File: config.mk
export PLATFORM = sky130hd
export DESIGN_NAME = instruction_sequencer
export DESIGN_NICKNAME = d
export VERILOG_FILES = /design/src/rtl/instruction_sequencer_pkg.sv /design/src/rtl/instruction_sequencer_register_file.sv /design/src/rtl/instruction_sequencer.sv
export SDC_FILE = /design/constraint.sdc
export NUM_CORES = 1
export LEC_CHECK = 0
export BUFFER_PORTS_ARGS = -buffer_cell sky130_fd_sc_hd__buf_2
export CORE_UTILIZATION = 45
export CTS_CLUSTER_DIAMETER = 200
export CTS_CLUSTER_SIZE = 28
export DETAILED_ROUTE_END_ITERATION = 7
export PLACE_DENSITY = 0.67
export SYNTH_ARGS = -nofsm -noshare
export SYNTH_HDL_FRONTEND = slang
export SYNTH_SLANG_ARGS = --single-unit
File: constraint.sdc
create_clock -name Clock -period 2.2 [get_ports Clock]
set_clock_uncertainty 0.2 [all_clocks]
set_input_delay 0 -clock Clock [delete_from_list [all_inputs] [get_ports Clock]]
set_output_delay 0 -clock Clock [all_outputs]
set_load 0.02 [all_outputs]
File: src/rtl/instruction_sequencer_pkg.sv
// InstructionSetPkg: shared instruction-set definitions for the sequencer,
// its register file and the ALU that sits beside it.
//   - operand/immediate widths and the instruction word layout
//     {opcode[19:16], dest[15:12], src[11:8], imm[7:0]}
//   - eOperation (operation handed to the ALU) and sFlags (flags register)
//   - decode_opcode(): opcode -> {legal, eOperation}
//   - wrap_index(): register index folded into the populated register file
package InstructionSetPkg;

    localparam int DataWidth      = 16;
    localparam int ImmediateWidth = 8;
    localparam int OpcodeWidth    = 4;
    localparam int RegAddrWidth   = 4;
    localparam int InstrWidth     = OpcodeWidth + 2 * RegAddrWidth + ImmediateWidth;

    localparam int ImmLsb    = 0;
    localparam int SrcLsb    = ImmLsb + ImmediateWidth;
    localparam int DestLsb   = SrcLsb + RegAddrWidth;
    localparam int OpcodeLsb = DestLsb + RegAddrWidth;

    typedef enum logic [3:0] {
        MOVE = 4'd0,
        LIL  = 4'd1,
        ADD  = 4'd2,
        ADC  = 4'd3,
        SUB  = 4'd4,
        AND  = 4'd5,
        OR   = 4'd6,
        XOR  = 4'd7,
        DIV  = 4'd8,
        MOD  = 4'd9
    } eOperation;

    typedef struct packed {
        logic Negative;
        logic Zero;
        logic Carry;
    } sFlags;

    typedef struct packed {
        logic      legal;
        eOperation op;
    } sDecoded;

    // Opcodes 10..15 are unassigned and come back with legal=0.
    function automatic sDecoded decode_opcode(input logic [OpcodeWidth-1:0] opcode);
        sDecoded d;
        d = '{legal: 1'b1, op: MOVE};
        case (opcode)
            4'h0:    d.op = MOVE;
            4'h1:    d.op = LIL;
            4'h2:    d.op = ADD;
            4'h3:    d.op = ADC;
            4'h4:    d.op = SUB;
            4'h5:    d.op = AND;
            4'h6:    d.op = OR;
            4'h7:    d.op = XOR;
            4'h8:    d.op = DIV;
            4'h9:    d.op = MOD;
            default: d.legal = 1'b0;
        endcase
        return d;
    endfunction

    // Register fields are always RegAddrWidth wide; smaller register files
    // alias the upper indices back onto the populated entries.
    function automatic int unsigned wrap_index(input logic [RegAddrWidth-1:0] idx,
                                               input int unsigned num_regs);
        return 32'(idx) % num_regs;
    endfunction

endpackage

File: src/rtl/instruction_sequencer_register_file.sv
// register_file: NumRegs x DataWidth storage, two asynchronous read ports and
// one synchronous write port. Synchronous active-high reset clears every entry.
//   clk_i, rst_i          clock, synchronous reset
//   raddr_a_i/rdata_a_o   read port A
//   raddr_b_i/rdata_b_o   read port B
//   we_i, waddr_i, wdata_i write port, written on the rising edge
module register_file #(
    parameter int NumRegs   = 8,
    parameter int DataWidth = 16,
    parameter int IdxW      = $clog2(NumRegs)
) (
    input  logic                 clk_i,
    input  logic                 rst_i,
    input  logic [IdxW-1:0]      raddr_a_i,
    output logic [DataWidth-1:0] rdata_a_o,
    input  logic [IdxW-1:0]      raddr_b_i,
    output logic [DataWidth-1:0] rdata_b_o,
    input  logic                 we_i,
    input  logic [IdxW-1:0]      waddr_i,
    input  logic [DataWidth-1:0] wdata_i
);

    logic [DataWidth-1:0] regs_q [NumRegs];

    // NOTE: the array is reset because architecturally every register reads
    // 0 after reset; this costs a flop-based array instead of a RAM macro.
    always_ff @(posedge clk_i) begin
        if (rst_i) begin
            for (int i = 0; i < NumRegs; i++) begin
                regs_q[i] <= '0;
            end
        end else if (we_i) begin
            regs_q[waddr_i] <= wdata_i;
        end
    end

    assign rdata_a_o = regs_q[raddr_a_i];
    assign rdata_b_o = regs_q[raddr_b_i];

endmodule

File: src/rtl/instruction_sequencer.sv
// instruction_sequencer: non-overlapped FETCH->DECODE->EXECUTE->WRITEBACK
// controller driving an external combinational ALU.
//   Clock, Reset                 clock, synchronous active-high reset
//   InstrValid/InstrReady/Instr  instruction handshake (ready only in FETCH)
//   Operation, AluSrc, AluDest,
//   AluImm, AluInFlags           registered ALU operands, stable in EXECUTE
//   AluOutDest, AluOutFlags      ALU result, captured at the end of EXECUTE
//   ResultValid/ResultReg/
//   ResultData                   one-cycle writeback strobe in WRITEBACK
//   Flags                        architectural flags register
//   Fault                        one-cycle strobe: illegal opcode or x/0, x%0
module instruction_sequencer
    import InstructionSetPkg::*;
#(
    parameter int NumRegs = 8
) (
    input  logic                             Clock,
    input  logic                             Reset,
    input  logic                             InstrValid,
    output logic                             InstrReady,
    input  logic [InstrWidth-1:0]            Instr,
    output eOperation                        Operation,
    output logic signed [DataWidth-1:0]      AluSrc,
    output logic signed [DataWidth-1:0]      AluDest,
    output logic signed [ImmediateWidth-1:0] AluImm,
    output sFlags                            AluInFlags,
    input  logic [DataWidth-1:0]             AluOutDest,
    input  sFlags                            AluOutFlags,
    output logic                             ResultValid,
    output logic [RegAddrWidth-1:0]          ResultReg,
    output logic [DataWidth-1:0]             ResultData,
    output sFlags                            Flags,
    output logic                             Fault
);

    localparam int IdxW = $clog2(NumRegs);

    typedef enum logic [1:0] {FETCH, DECODE, EXECUTE, WRITEBACK} eState;

    eState                state_q;
    logic [InstrWidth-1:0] instr_q;
    logic                 legal_q;
    sFlags                res_flags_q;

    logic [IdxW-1:0]      src_idx;
    logic [IdxW-1:0]      dest_idx;
    logic [DataWidth-1:0] src_data;
    logic [DataWidth-1:0] dest_data;
    sDecoded              dec;
    logic                 div_zero;

    assign src_idx  = IdxW'(wrap_index(instr_q[SrcLsb +: RegAddrWidth], NumRegs));
    assign dest_idx = IdxW'(wrap_index(instr_q[DestLsb +: RegAddrWidth], NumRegs));
    assign dec      = decode_opcode(instr_q[OpcodeLsb +: OpcodeWidth]);

    // The divisor is the source operand, already registered for EXECUTE.
    assign div_zero = ((Operation == DIV) || (Operation == MOD)) && (AluSrc == '0);

    // ResultValid is only ever high in WRITEBACK, so it doubles as the
    // register-file write enable; a fault leaves it low and blocks the write.
    register_file #(
        .NumRegs   (NumRegs),
        .DataWidth (DataWidth),
        .IdxW      (IdxW)
    ) u_register_file (
        .clk_i     (Clock),
        .rst_i     (Reset),
        .raddr_a_i (src_idx),
        .rdata_a_o (src_data),
        .raddr_b_i (dest_idx),
        .rdata_b_o (dest_data),
        .we_i      (ResultValid),
        .waddr_i   (ResultReg[IdxW-1:0]),
        .wdata_i   (ResultData)
    );

    // NOTE: all state here uses non-blocking assignments so every register
    // samples the pre-edge values, independent of statement order.
    always_ff @(posedge Clock) begin
        if (Reset) begin
            state_q     <= FETCH;
            InstrReady  <= 1'b1;
            instr_q     <= '0;
            legal_q     <= 1'b0;
            Operation   <= MOVE;
            AluSrc      <= '0;
            AluDest     <= '0;
            AluImm      <= '0;
            AluInFlags  <= '0;
            res_flags_q <= '0;
            ResultValid <= 1'b0;
            ResultReg   <= '0;
            ResultData  <= '0;
            Flags       <= '0;
            Fault       <= 1'b0;
        end else begin
            case (state_q)
                FETCH: begin
                    if (InstrValid && InstrReady) begin
                        instr_q    <= Instr;
                        InstrReady <= 1'b0;
                        state_q    <= DECODE;
                    end
                end
                DECODE: begin
                    // Both operands come from the same pre-instruction
                    // register state, so src==dest needs no special case.
                    Operation  <= dec.op;
                    legal_q    <= dec.legal;
                    AluSrc     <= src_data;
                    AluDest    <= dest_data;
                    AluImm     <= instr_q[ImmLsb +: ImmediateWidth];
                    AluInFlags <= Flags;
                    state_q    <= EXECUTE;
                end
                EXECUTE: begin
                    ResultData  <= AluOutDest;
                    res_flags_q <= AluOutFlags;
                    ResultReg   <= RegAddrWidth'(dest_idx);
                    ResultValid <= legal_q && !div_zero;
                    Fault       <= !legal_q || div_zero;
                    state_q     <= WRITEBACK;
                end
                WRITEBACK: begin
                    if (ResultValid) begin
                        Flags <= res_flags_q;
                    end
                    ResultValid <= 1'b0;
                    Fault       <= 1'b0;
                    InstrReady  <= 1'b1;
                    state_q     <= FETCH;
                end
            endcase
        end
    end

endmodule

Word level (Yosys, flattened, before mapping) --
Memory sizes are Yosys's and may differ from the RTL's. A register that Yosys moved wholly into a read port is not among the register bits. Index checks and enable logic that the tools add are counted.
Word-level totals: flip-flop bits (word level) 66, latch bits 0, bits in writable memories 128, bits in read-only memories 0, input port bits 42, output and inout port bits 73, logic and storage cells 68, memories 1
Memory list:
- u_register_file.regs_q | depth 8, width 16, read ports 2, clocked after Yosys merged registers in 2, wr ports 8, line instruction_sequencer_register_file.sv:23 | logic [DataWidth-1:0] regs_q [NumRegs];
Operators by class: add/sub/neg operators 0, multipliers 0, div/mod/pow operators 0, $lt $le $gt $ge 0, equality and inequality tests 15, shifts and indexed selects 0, muxes and demuxes 16, bitwise logic cells 0, reductions and logical operators 17
Operator list (count):
- case mux 4 bit (9 select lines) | 1
- equality test 4 x 3 -> 1 bit, second input constant | 4
- equality test 4 bit, second input constant | 4
- logical NOT 16 bit | 1
- two-way mux 16 bit | 1
- OR reduction 16 bit | 1
- OR reduction 10 bit | 1
- equality test 4 x 2 -> 1 bit, second input constant | 2
- two-way mux 1 bit | 8
- case mux 2 bit (4 select lines) | 1
- case mux 1 bit (2 select lines) | 3
- AND reduction 2 bit | 3
- equality test 2 bit, second input constant | 2
- equality test 4 x 1 -> 1 bit, second input constant | 1
- logical NOT 4 bit | 1
- nonzero test 2 bit | 2
- logical AND 1 bit | 3
- two-way mux 3 bit | 1
- equality test 2 x 1 -> 1 bit, second input constant | 1
- logical NOT 1 bit | 2
- logical NOT 2 bit | 1
- logical OR 1 bit | 2
- two-way mux 2 bit | 1
- inequality test 2 bit, second input constant | 1

Longest topological paths before layout --
depth in word-level cells 6, mapped depth 8

Cells and area by module --
A second synthesis with hierarchy kept.
Second synthesis, totals: cells, all modules 797, area, all modules 10463.8 um^2
By module, submodules not included:
- register_file | instances 1, cells an instance 430, area each 6916.6 um^2
- instruction_sequencer | instances 1, cells an instance 367, area each 3547.2 um^2

Least setup slack after synthesis --
No wires, ideal clock.
kind reg-to-reg, start point reg ResultValid, end point mem u_register_file.regs_q[0][0] (enable), data arrival time 1642 ps, data required time 1627 ps, setup slack -15 ps, cell stages (with the launch flop) 4, cell sequence dfxtp_1 > or3b_4 > nor3_4 > or2_1
RTL lines:
- start, declared | line instruction_sequencer.sv:29 | output logic ResultValid,
- start signal, assigned | line instruction_sequencer.sv:120 | ResultValid <= legal_q && !div_zero;
- end, declared | line instruction_sequencer_register_file.sv:23

Worst setup path in the final report --
start point reg state_q[1], end point reg instr_q[1]
On the way: word-level cells in the longest chain between the ends 2
RTL lines:
- start, declared | line instruction_sequencer.sv:40 | eState state_q;
- start signal, assigned | line instruction_sequencer.sv:81 | state_q <= FETCH;
- start signal, assigned | line instruction_sequencer.sv:102 | state_q <= DECODE;
- start signal, assigned | line instruction_sequencer.sv:114 | state_q <= EXECUTE;
- logical NOT 2 bit | line instruction_sequencer.sv:97 | case (state_q)
- AND reduction 2 bit (no line)
- end signal, assigned | line instruction_sequencer.sv:100 | instr_q <= Instr;
- end, declared | line instruction_sequencer.sv:41 | logic [InstrWidth-1:0] instr_q;
Every way passes these cells. A chain may end at the register's enable or synchronous reset.

==> results.sh <==
export IMPL_route_vias_total=6449
export IMPL_synth_async_sr_flop_share=0
export IMPL_die_area_um2=22710
export IMPL_routed_wirelength_mm=22.65
export IMPL_finalHoldWorstSlack_ns=0.1207
export IMPL_summed_instance_area_of_the_synthesized_netlist_um2=9951
export IMPL_ir_worst_vdd_mv=0.4943
export IMPL_p_int_w=0.007495
export IMPL_total_power_w=0.01128
export IMPL_setup_worst_path_end_class="flip-flop"
export IMPL_path_max_fanout=7
export IMPL_power_density_cell_area_nw_per_um2=952.9
export IMPL_fill_cells=1861
export IMPL_grt_remaining_overflow=0
export IMPL_grt_total_usage=0.2018
export IMPL_worst_r2r_setup_slack_ns=0.12
export IMPL_layout_common_cells="sky130_fd_sc_hd__and2_1, sky130_fd_sc_hd__edfxtp_1, sky130_fd_sc_hd__buf_2"
export IMPL_whs_path_depth=4
export IMPL_comb_power_share=0.328
export IMPL_clk_pin_slew_worst_paths_ns=0.11
export IMPL_maxCapViolCount=0
export IMPL_power_net_switching_w=0.003782
export IMPL_grt_pass1_wl_mm=34.24
export IMPL_tritoncts="built"
export IMPL_io_pins=115
export IMPL_grt_pass1_vias=6194
export IMPL_timing_final_crit_share=0.9464
export IMPL_diodes=0
export IMPL_clk_latency_ns=0.47
export IMPL_run_status="finished clean"
export IMPL_synth_edff_count=128
export IMPL_area_of_combinational_cells_with_multiple_inputs_um2=3940
export IMPL_critPathRequiredTime_ns=2.39
export IMPL_rr_startpoint="state_q[1]"
export IMPL_clock_tree_buffer_depth=3
export IMPL_placed_area_um2=10880
export IMPL_chipHeight_um=150.7
export IMPL_detail_route_iter0_violations=482
export IMPL_fin_crit_ns=2.082
export IMPL_post_synth_inst_count=770
export IMPL_final_layout_size_suffix_gt1_frac=0.2476
export IMPL_timing_critical_path_arrival_ns=2.27
export IMPL_grt_max_degree=68
export IMPL_power_frac_clock=0.195
export IMPL_root_buffer="sky130_fd_sc_hd__clkbuf_16"
export IMPL_crit_path_from="state_q[1]"
export IMPL_dpl_hpwl_mm=15.15
export IMPL_worst_stage_delay_on_the_critical_path_ns=0.55
export IMPL_critical_path_slowest_cell="sky130_fd_sc_hd__dlygate4sd3_1"
export IMPL_worstHoldEndpoint="instr_q[10]"
export IMPL_synth_nets=817
export IMPL_horiz_die_dim_um=150.7
export IMPL_synth_area_per_cell_um2=12.92
export IMPL_core_region_area_um2=21760
export IMPL_layout_area_overhead_vs_synth_pct=18.92
export IMPL_placement_rows=54
export IMPL_sequential_cell_area_um2=5769
export IMPL_place_gp_congestion=0.7960
export IMPL_worst_hold_path_type="input port to flip-flop"
export IMPL_power_frac_seq=0.477
export IMPL_unrepaired_setup_endpoints_after_global_routing="true"
export IMPL_tritoncts_num_buffers=11
export IMPL_yosys_warnings=0
export IMPL_ys_ff_latch=224
export IMPL_cts_post_setup_buffers_inserted=0
export IMPL_cell_depth_of_the_worst_flop_to_flop_path=6
export IMPL_power_share_switching=0.3354
export IMPL_detail_route_first_pass_iterations=4
export IMPL_finalNetCount=976
export IMPL_h_tree_depth=1
export IMPL_design_area_um2=11830
export IMPL_series_of_cell_instances_along_the_critical_path="inv_1 > ha_1 > and3_4 > nand2_1 > dlygate4sd3_1 > a21oi_1"
export IMPL_dominantRegCellSynth="sky130_fd_sc_hd__edfxtp_1"
export IMPL_initial_utilization=0.4574
export IMPL_drt_drc_violations_left=0
export IMPL_report_final_hold_viol_count=0
export IMPL_final_antenna_net_count=0
export IMPL_fmax_mhz=480.3
export IMPL_seq_area_frac_synth=0.5794
export IMPL_slew_headroom=0.6593
export IMPL_netlist_cell_type_count=36
export IMPL_final_max_slew_violation_count=0
export IMPL_drt_vias_per_instance=5.317
export IMPL_io_buffers=111
export IMPL_p_leak_nw=4.470
export IMPL_worstMarginPinSlew_ns=0.5110
export IMPL_tritoncts_num_sinks=224
export IMPL_crit_reg2reg_capture="instr_q[1]"
export IMPL_timing_hold_worst_start="Instr[10]"
export IMPL_timing_critical_path_from_type="flip-flop"
export IMPL_finalSetupViolCount=0
export IMPL_antenna_found_initial=0
export IMPL_cp_class="flip-flop to flip-flop"
export IMPL_avgRoutedWirePerCell_um=18.67
worst max-delay path by stage:
stage	to	slack (ns)	depth (start not counted)
after CTS	instr_q[14]	0.003	6
after global routing	ResultData[13]	-0.008	6
final	instr_q[1]	0.12	6
after global placement	u_register_file.regs_q[2][10]	0.30	3
after floorplan	u_register_file.regs_q[3][0]	0.21	3
after detailed placement	u_register_file.regs_q[2][10]	0.27	3
Yosys cell counts (2+ instances only):
master | count | area share
sky130_fd_sc_hd__nor4_1 | 3 | 0.0019
sky130_fd_sc_hd__nor2_4 | 3 | 0.0034
sky130_fd_sc_hd__buf_2 | 14 | 0.0070
sky130_fd_sc_hd__o22ai_1 | 33 | 0.021
sky130_fd_sc_hd__nand2b_1 | 10 | 0.0063
sky130_fd_sc_hd__or2_2 | 7 | 0.0044
sky130_fd_sc_hd__dfxtp_1 | 96 | 0.19
sky130_fd_sc_hd__edfxtp_1 | 128 | 0.39
sky130_fd_sc_hd__o21ai_0 | 2 | 0.0010
sky130_fd_sc_hd__nor2_1 | 71 | 0.027
sky130_fd_sc_hd__ha_1 | 5 | 0.0063
sky130_fd_sc_hd__nand3b_1 | 3 | 0.0023
sky130_fd_sc_hd__nand2_1 | 47 | 0.018
sky130_fd_sc_hd__a21oi_1 | 27 | 0.014
sky130_fd_sc_hd__nor3_1 | 32 | 0.016
sky130_fd_sc_hd__clkbuf_1 | 30 | 0.011
sky130_fd_sc_hd__buf_1 | 2 | 0.00075
sky130_fd_sc_hd__and2_1 | 128 | 0.080
sky130_fd_sc_hd__mux4_2 | 64 | 0.14
sky130_fd_sc_hd__buf_4 | 8 | 0.0060
sky130_fd_sc_hd__inv_1 | 2 | 0.00075
sky130_fd_sc_hd__nand3_1 | 8 | 0.0040
sky130_fd_sc_hd__mux2i_1 | 34 | 0.034
cell families (layout without fill, tap and decap cells):
group                    Yosys count  in the layout  synth area share
AND/OR/NAND/NOR                  321            321            0.1711
other                              1              1         0.0003769
adder cells (fa/ha/maj)            5              5          0.006287
flip-flops                       224            224            0.5794
multiplexers                      98             98            0.1791
AO/OA/AOI/OAI                     65             65           0.03785
buffers and inverters             56            219           0.02590
routing by layer:
metal | share of wire | global-route usage
met2 | 0.50 | 0.3435
met4 | 0.0087 | 0.03350
met3 | 0.045 | 0.01636
met5 | 0 | 0
met1 | 0.44 | 0.2870
critical path: cells and delay by family (launching register included):
kind                     cells  cell delay (ns)
adder cells (fa/ha/maj)      1             0.28
flip-flops                   1             0.35
buffers and inverters        2             0.66
AO/OA/AOI/OAI                1             0.16
AND/OR/NAND/NOR              2             0.35
timing repair:
item	4_1_cts	5_1_grt
endpoints found under the hold margin	48	0
setup endpoints to repair	0	25
gates resized for setup	0	6
hold buffers	64	0
cell type report:
type                       instances  share of cell area
multi-input combinational        490              0.3329
tap                              280             0.02960
clock buffer                      17             0.02516
inverter                           2           0.0006344
timing repair buffer             200              0.1241
sequential                       224              0.4875
stage by stage:
| stage | setup TNS [ns] | std cells | utilization | worst slack (ns) |
|---|---|---|---|---|
| global route | -0.007797 | 1213 | 0.5439 | -0.007797 |
| CTS | 0 | 1213 | 0.5432 | 0.003033 |
| global placement | 0 | 1132 | 0.5001 | 0.2962 |
| detailed placement | 0 | 1132 | 0.5001 | 0.2667 |
| floorplan | 0 | 770 | - | 0.2139 |
| finish | 0 | 1213 | 0.5439 | 0.1179 |
power by group through the flow:
stage / Combinational [W] / Clock [W] / Sequential (W)
finish: 0.00370 / 0.00219 / 0.00538
global placement: 0.00350 / 0 / 0.00546
floorplan: 0.00206 / 0 / 0.00574
global route: 0.00401 / 0.00238 / 0.00548
CTS: 0.00372 / 0.00224 / 0.00538
detailed placement: 0.00354 / 0 / 0.00548
state kept, by name, indices dropped and copies added, names as in the netlist:
signal,flops
Operation,4
u_register_file.regs_q,128
AluSrc,16
ResultData,16
instr_q,18
ResultValid,1
state_q,2
Flags,3
ResultReg,3
Fault,1
legal_q,1
AluDest,16
InstrReady,1
AluImm,8
res_flags_q,3
AluInFlags,3
(Power assumes the default switching activity.)
